`config.mk`:
```
export PLATFORM = sky130hd
export DESIGN_NAME = gray_frame_ctrl
export DESIGN_NICKNAME = d
export VERILOG_FILES = /design/src/rtl/gray_frame_ctrl.sv
export SDC_FILE = /design/constraint.sdc
export NUM_CORES = 1
export LEC_CHECK = 0
export ABC_AREA = 0
export ABC_CLOCK_PERIOD_IN_PS = 7600
export BUFFER_PORTS_ARGS = -buffer_cell sky130_fd_sc_hd__buf_2
export CAP_MARGIN = 10
export CORE_ASPECT_RATIO = 1.25
export CORE_MARGIN = 1
export CORE_UTILIZATION = 46
export DETAILED_ROUTE_END_ITERATION = 6
export PLACE_DENSITY = 0.66
export SKIP_CTS_REPAIR_TIMING = 1
export SLEW_MARGIN = 20
export SYNTH_ARGS = -nofsm -noshare
export SYNTH_HDL_FRONTEND = slang
export SYNTH_SLANG_ARGS = --single-unit
```
`constraint.sdc`:
```
create_clock -name clk -period 7.6 [get_ports clk]
set_clock_uncertainty 0.05 [all_clocks]
set_input_delay 1.14 -clock clk [delete_from_list [all_inputs] [get_ports clk]]
set_output_delay 1.14 -clock clk [all_outputs]
set_load 0.02 [all_outputs]
```
`src/rtl/gray_frame_ctrl.sv`:
```
// Frame sequencer for the RGB->gray pipeline: arms on start, gates data enable for one frame,
// counts gray output columns/rows, checks line length and drains pipeline latency.
// Optional GRAY_CTRL_STATS_EN adds frame-done and length-error counters.
//
//   state  | meaning
//   IDLE   | waiting for i_start
//   ARMED  | waiting for rising edge of i_v_sync
//   ACTIVE | data enable passed to gray stage, output stream counted
//   DRAIN  | waiting PIPE_LAT cycles for the last pixels to leave gray
module gray_frame_ctrl #(
    parameter int H_ACTIVE = 640,
    parameter int V_ACTIVE = 480,
    parameter int PIPE_LAT = 3,
    parameter int CNT_W    = 12
) (
    input  logic             clk,
    input  logic             iRST_n,
    input  logic             i_start,
    input  logic             i_abort,
    input  logic             i_v_sync,
    input  logic             i_data_en,
    input  logic             i_y_data_en,
    output logic             o_gray_en,
    output logic [CNT_W-1:0] o_col,
    output logic [CNT_W-1:0] o_row,
    output logic             o_busy,
    output logic             o_frame_done,
`ifdef GRAY_CTRL_STATS_EN
    output logic [15:0]      o_frame_cnt,
    output logic [15:0]      o_err_cnt,
`endif
    output logic             o_len_err
);

    localparam int DW = $clog2(PIPE_LAT + 2);

    typedef enum logic [1:0] {
        IDLE   = 2'd0,
        ARMED  = 2'd1,
        ACTIVE = 2'd2,
        DRAIN  = 2'd3
    } state_t;

    state_t           state_q, state_d;
    logic [CNT_W-1:0] col_q, col_d;
    logic [CNT_W-1:0] row_q, row_d;
    logic [DW-1:0]    drn_q, drn_d;
    logic             vs_q, ye_q;
    logic             busy_q, busy_d;
    logic             done_q, done_d;
    logic             len_err_q, len_err_d;

    logic             vs_rise, ye_fall, line_close, line_bad;
    logic [CNT_W-1:0] col_inc, row_inc;

`ifdef GRAY_CTRL_STATS_EN
    logic [15:0] frame_cnt_q, frame_cnt_d;
    logic [15:0] err_cnt_q, err_cnt_d;
`endif

    always_comb begin
        state_d    = state_q;
        col_d      = col_q;
        row_d      = row_q;
        drn_d      = drn_q;
        len_err_d  = len_err_q;
        done_d     = 1'b0;
        line_close = 1'b0;
        line_bad   = 1'b0;

        vs_rise = i_v_sync & ~vs_q;
        ye_fall = ye_q & ~i_y_data_en;
        col_inc = (i_y_data_en && (col_q != '1)) ? col_q + 1'b1 : col_q;
        row_inc = (row_q != '1) ? row_q + 1'b1 : row_q;

        case (state_q)
            IDLE: begin
                if (i_start) begin
                    state_d   = ARMED;
                    len_err_d = 1'b0;
                end
            end
            ARMED: begin
                if (vs_rise) begin
                    state_d = ACTIVE;
                    col_d   = '0;
                    row_d   = '0;
                end
            end
            ACTIVE: begin
                col_d = col_inc;
                // a line cut short by a new v_sync still counts as a (short) line
                line_close = ye_fall || (vs_rise && (col_inc != '0));
                if (line_close) begin
                    line_bad  = (col_inc != CNT_W'(H_ACTIVE));
                    len_err_d = len_err_q | line_bad;
                    row_d     = row_inc;
                    col_d     = '0;
                end
                if (vs_rise || (line_close && (row_inc == CNT_W'(V_ACTIVE)))) begin
                    state_d = DRAIN;
                    drn_d   = DW'(PIPE_LAT);
                end
            end
            DRAIN: begin
                if (drn_q <= DW'(1)) begin
                    state_d = IDLE;
                    drn_d   = '0;
                    done_d  = 1'b1;
                end else begin
                    drn_d = drn_q - 1'b1;
                end
            end
            default: state_d = IDLE;
        endcase

        // abort discards everything this cycle would have done, including a start
        if (i_abort) begin
            state_d   = IDLE;
            col_d     = col_q;
            row_d     = row_q;
            drn_d     = '0;
            len_err_d = len_err_q;
            done_d    = 1'b0;
            line_bad  = 1'b0;
        end

        busy_d = (state_d != IDLE);
    end

`ifdef GRAY_CTRL_STATS_EN
    always_comb begin
        frame_cnt_d = done_d ? frame_cnt_q + 16'd1 : frame_cnt_q;
        err_cnt_d   = (line_bad && (err_cnt_q != 16'hFFFF)) ? err_cnt_q + 16'd1 : err_cnt_q;
    end

    always_ff @(posedge clk or negedge iRST_n) begin
        if (!iRST_n) begin
            frame_cnt_q <= '0;
            err_cnt_q   <= '0;
        end else begin
            frame_cnt_q <= frame_cnt_d;
            err_cnt_q   <= err_cnt_d;
        end
    end

    assign o_frame_cnt = frame_cnt_q;
    assign o_err_cnt   = err_cnt_q;
`endif

    always_ff @(posedge clk or negedge iRST_n) begin
        if (!iRST_n) begin
            state_q   <= IDLE;
            col_q     <= '0;
            row_q     <= '0;
            drn_q     <= '0;
            vs_q      <= 1'b0;
            ye_q      <= 1'b0;
            busy_q    <= 1'b0;
            done_q    <= 1'b0;
            len_err_q <= 1'b0;
        end else begin
            state_q   <= state_d;
            col_q     <= col_d;
            row_q     <= row_d;
            drn_q     <= drn_d;
            vs_q      <= i_v_sync;
            ye_q      <= i_y_data_en;
            busy_q    <= busy_d;
            done_q    <= done_d;
            len_err_q <= len_err_d;
        end
    end

    // gate is combinational so the gray stage sees no extra latency
    assign o_gray_en    = (state_q == ACTIVE) & i_data_en & ~i_abort;
    assign o_col        = col_q;
    assign o_row        = row_q;
    assign o_busy       = busy_q;
    assign o_frame_done = done_q;
    assign o_len_err    = len_err_q;

endmodule
```
==> impl_metrics.toml <==
[floorplanning]
die_x_um = 67.48
row_count = 29
die_h_um = 83.84
coreArea_um2 = 5116
fp.dieArea_um2 = 5657
num_io_pins = 35
initial_core_util = 0.4818

[routing]
drc = 0
drt-vias-per-instance = 6.272
drt_iter0_drc = 144
routed-via-count = 2371
postRouteAntennaNets = 0
drt-pass1-iter-count = 4
wl_per_cell_um = 16.65
routed_wl_mm = 6.293

[placed_design]
placed_cell_area_um2 = 2611
numPortBuffers = 34
globalplace.congestion = 0.8796
post-dp-hpwl_mm = 4.401
pre_cts_ws_ps = 3811

[synth]
syn_nets = 305
yosysSeqAreaShare = 0.3452
avgSynthCellArea_um2 = 8.384
ys_seq_elements = 34
synthArstFlopShare = 1.000
ys_types = 62
synth.top_cell.area_share = 0.3452
synth_edf_count = 0
netlist_instances = 294
ys_top_cells_by_area = "dfrtp_1, nand2_1, nor2_1"
yosysTopAreaCell = "dfrtp_1"
syn_area_um2 = 2465
ys_warn_count = 0
synth_top_flop_cell = "dfrtp_1"

[power_and_ir_drop]
p_int_w = 0.0003185
power_density_nw_per_um2 = 187.0
p_clk_frac = 0.291
leakage_nw = 1.145
power_switching_w = 0.0001876
pwr-share-comb = 0.249
seq_power_share = 0.460
p_sw_frac = 0.3707
vdd_ir_drop_max_mv = 0.1710

[sta]
maxSlewViolCount = 0
fin_crit_ps = 3495
max_freq_mhz = 286.2
fin_crit_sh = 0.4598
hold_viol_final = 0
setup_violations = 0
tightest_slew_ps = 790.8
setup_slack_ps = 4105
relSlewSlack = 0.4728
finalSetupTns_ps = 0
rsz0062_at_grt = "false"

[finish]
drive_above_1_share = 0.1835
final_area_um2 = 2706
insertedDiodeCount = 0
layout.nets = 326
nFillCells = 466
syn_to_final_growth_pct = 9.797

[grt]
grt_pass1_wl_mm = 10.29
antenna_found_initial = 0
grt_usage = 0.2394
grt_pass1_vias = 2058
grt_max_degree = 35
gr-total-overflow = 0

[worst_setup_path]
crit_path_cell_trace = "buf_2, nand4_1, nor3_1, mux2_2, nor3_1, nand4_2, and2_4, a41o_1"
crit_type = "primary input to register"
rrSetupSlack_ps = 4340
arrival_ps = 3630
end_kind = "register"
reg2reg_from = "o_col[0]"
cp.required_ps = 7730
crit_top_cell = "nor3_1"
path_max_fanout = 14
r2r_cells = 8
timing.rr.end = "o_row[1]"
critPathLaunchType = "primary input"
cpMaxStageDelayCell = "nand4_2"
max_stage_delay_ps = 420

[clock_tree]
clkLatencyLatePin_ps = 290
ctsHtreeMaxLevel = 2
numCtsBuffers = 5
cts.sinks = 34
cts_buffer_depth = 2
clk_pin_slew_ps = 70
cts_tree = "done"
root_buffer = "clkbuf_8"

[run]
drv_cap = 0

[worst_hold_path]
min_path_cells = 2
worstHoldStart = "drn_q[1]"
min_to = "drn_q[1]"
hold_path_class = "register to register"

[status]
status = "finished, final reports clean"
layout by cell type (no fill, tap or decap), drive strengths merged, types with 3 or more instances in the layout:
cell	netlist	final
o31ai	8	8
nor2b	3	3
or3	3	3
nor3b	3	3
nand2b	3	3
ha	4	4
nor2	24	24
o41ai	3	3
o21ai	8	8
nand2	27	27
or4	3	3
buf	11	36
o21bai	3	3
a41oi	5	5
a21oi	11	11
xor2	3	3
and3	8	8
nand4	8	8
nor4	4	4
nor3	17	17
a31o	3	3
a22oi	3	3
clkbuf	11	6
nand3	14	14
a22o	3	3
a211oi	5	5
dfrtp	34	34
a31oi	12	12
a41o	4	4
and4	3	3
inv	18	18
layer usage:
metal | vias up | track usage | routed length [um]
met4 | 0 | 0.08317 | 102
met2 | 87 | 0.3699 | 3037
li1 | 1153 | - | -
met3 | 9 | 0.03689 | 329
met1 | 1122 | 0.3325 | 2824
met5 | - | 0 | 0
sequential cells by signal, indices dropped and copies added, names as in the netlist:
name,cells
drn_q,3
o_row,12
o_frame_done,1
vs_q,1
o_busy,1
o_len_err,1
o_col,12
ye_q,1
state_q,2
worst max-delay path, delay by kind of cell:
family,cells,cell delay [ps]
buf+inv,1,140
mux,1,380
simple gates,5,1700
compound gates,1,250
power groups by stage:
stage                      logic, W  registers [W]  clock network, W
final                      0.000126       0.000233          0.000147
after global routing       0.000138       0.000236          0.000156
after CTS                  0.000126       0.000232          0.000149
after detailed placement   0.000125       0.000235                 0
after global placement     0.000125       0.000235                 0
after floorplan           0.0000728       0.000245                 0
cell type report:
| class | instances | area (um2) | share of cell area |
|---|---|---|---|
| multi-input combinational | 220 | 1430 | 0.5284 |
| clock buffer | 6 | 82.58 | 0.03051 |
| timing repair buffer | 36 | 185.2 | 0.06842 |
| inverter | 18 | 67.56 | 0.02497 |
| tap | 62 | 77.57 | 0.02866 |
| sequential | 34 | 850.8 | 0.3144 |
| clock inverter | 2 | 12.51 | 0.004623 |
cells by family (layout without fill, tap and decap cells):
family / count (synthesis) / in the layout / share of synthesized area
AO/OA/AOI/OAI: 84 / 84 / 0.2670
XOR/XNOR: 5 / 5 / 0.01777
adder cells (fa/ha/maj): 4 / 4 / 0.02031
buffers and inverters: 40 / 62 / 0.07462
flip-flops: 34 / 34 / 0.3452
multiplexers: 3 / 3 / 0.01320
AND/OR/NAND/NOR: 124 / 124 / 0.2619
through the flow:
step	instances	power (W)	hold slack, ps	util
2_1_floorplan	294	0.0003176	492.7	-
3_3_place_gp	370	0.0003598	511.8	0.5104
3_5_place_dp	370	0.0003602	516.0	0.5104
4_1_cts	378	0.0005074	532.7	0.5290
5_1_grt	378	0.0005302	573.5	0.5290
6_report	378	0.0005061	528.1	0.5290
synthesized netlist by cell type (2+ instances only):
cell      number
and3_1         8
nor2_1        24
nand4_1        7
dfrtp_1       34
a31oi_1       12
clkbuf_1      11
buf_2          6
nand2_1       27
a211oi_1       5
a22o_1         3
nor3b_1        3
a31o_2         2
a41oi_1        3
nor3_2         2
inv_1         18
nor3_1        15
or4_1          3
ha_1           4
o21ai_0        7
o21bai_1       3
nand3_1       14
mux2_2         2
a21oi_1       11
and4_1         3
o41ai_1        3
xnor2_1        2
nor2b_1        3
o31ai_1        7
a41o_1         4
or3_1          3
xor2_1         3
buf_6          2
buf_4          3
a22oi_1        3
nor4_1         4
nand2b_1       3
a21o_1         2
how the worst max path moves through the flow:
stage                     endpoint  slack (ps)         from
final                     o_row[1]        4110  i_y_data_en
after global routing      o_col[0]        3960  i_y_data_en
after CTS                 o_row[1]        4180  i_y_data_en
after detailed placement  o_row[3]        3810  i_y_data_en
after global placement    o_row[3]        3960  i_y_data_en
after floorplan           o_row[5]        4480  i_y_data_en
No activity file was read; power rests on OpenSTA's default activity.
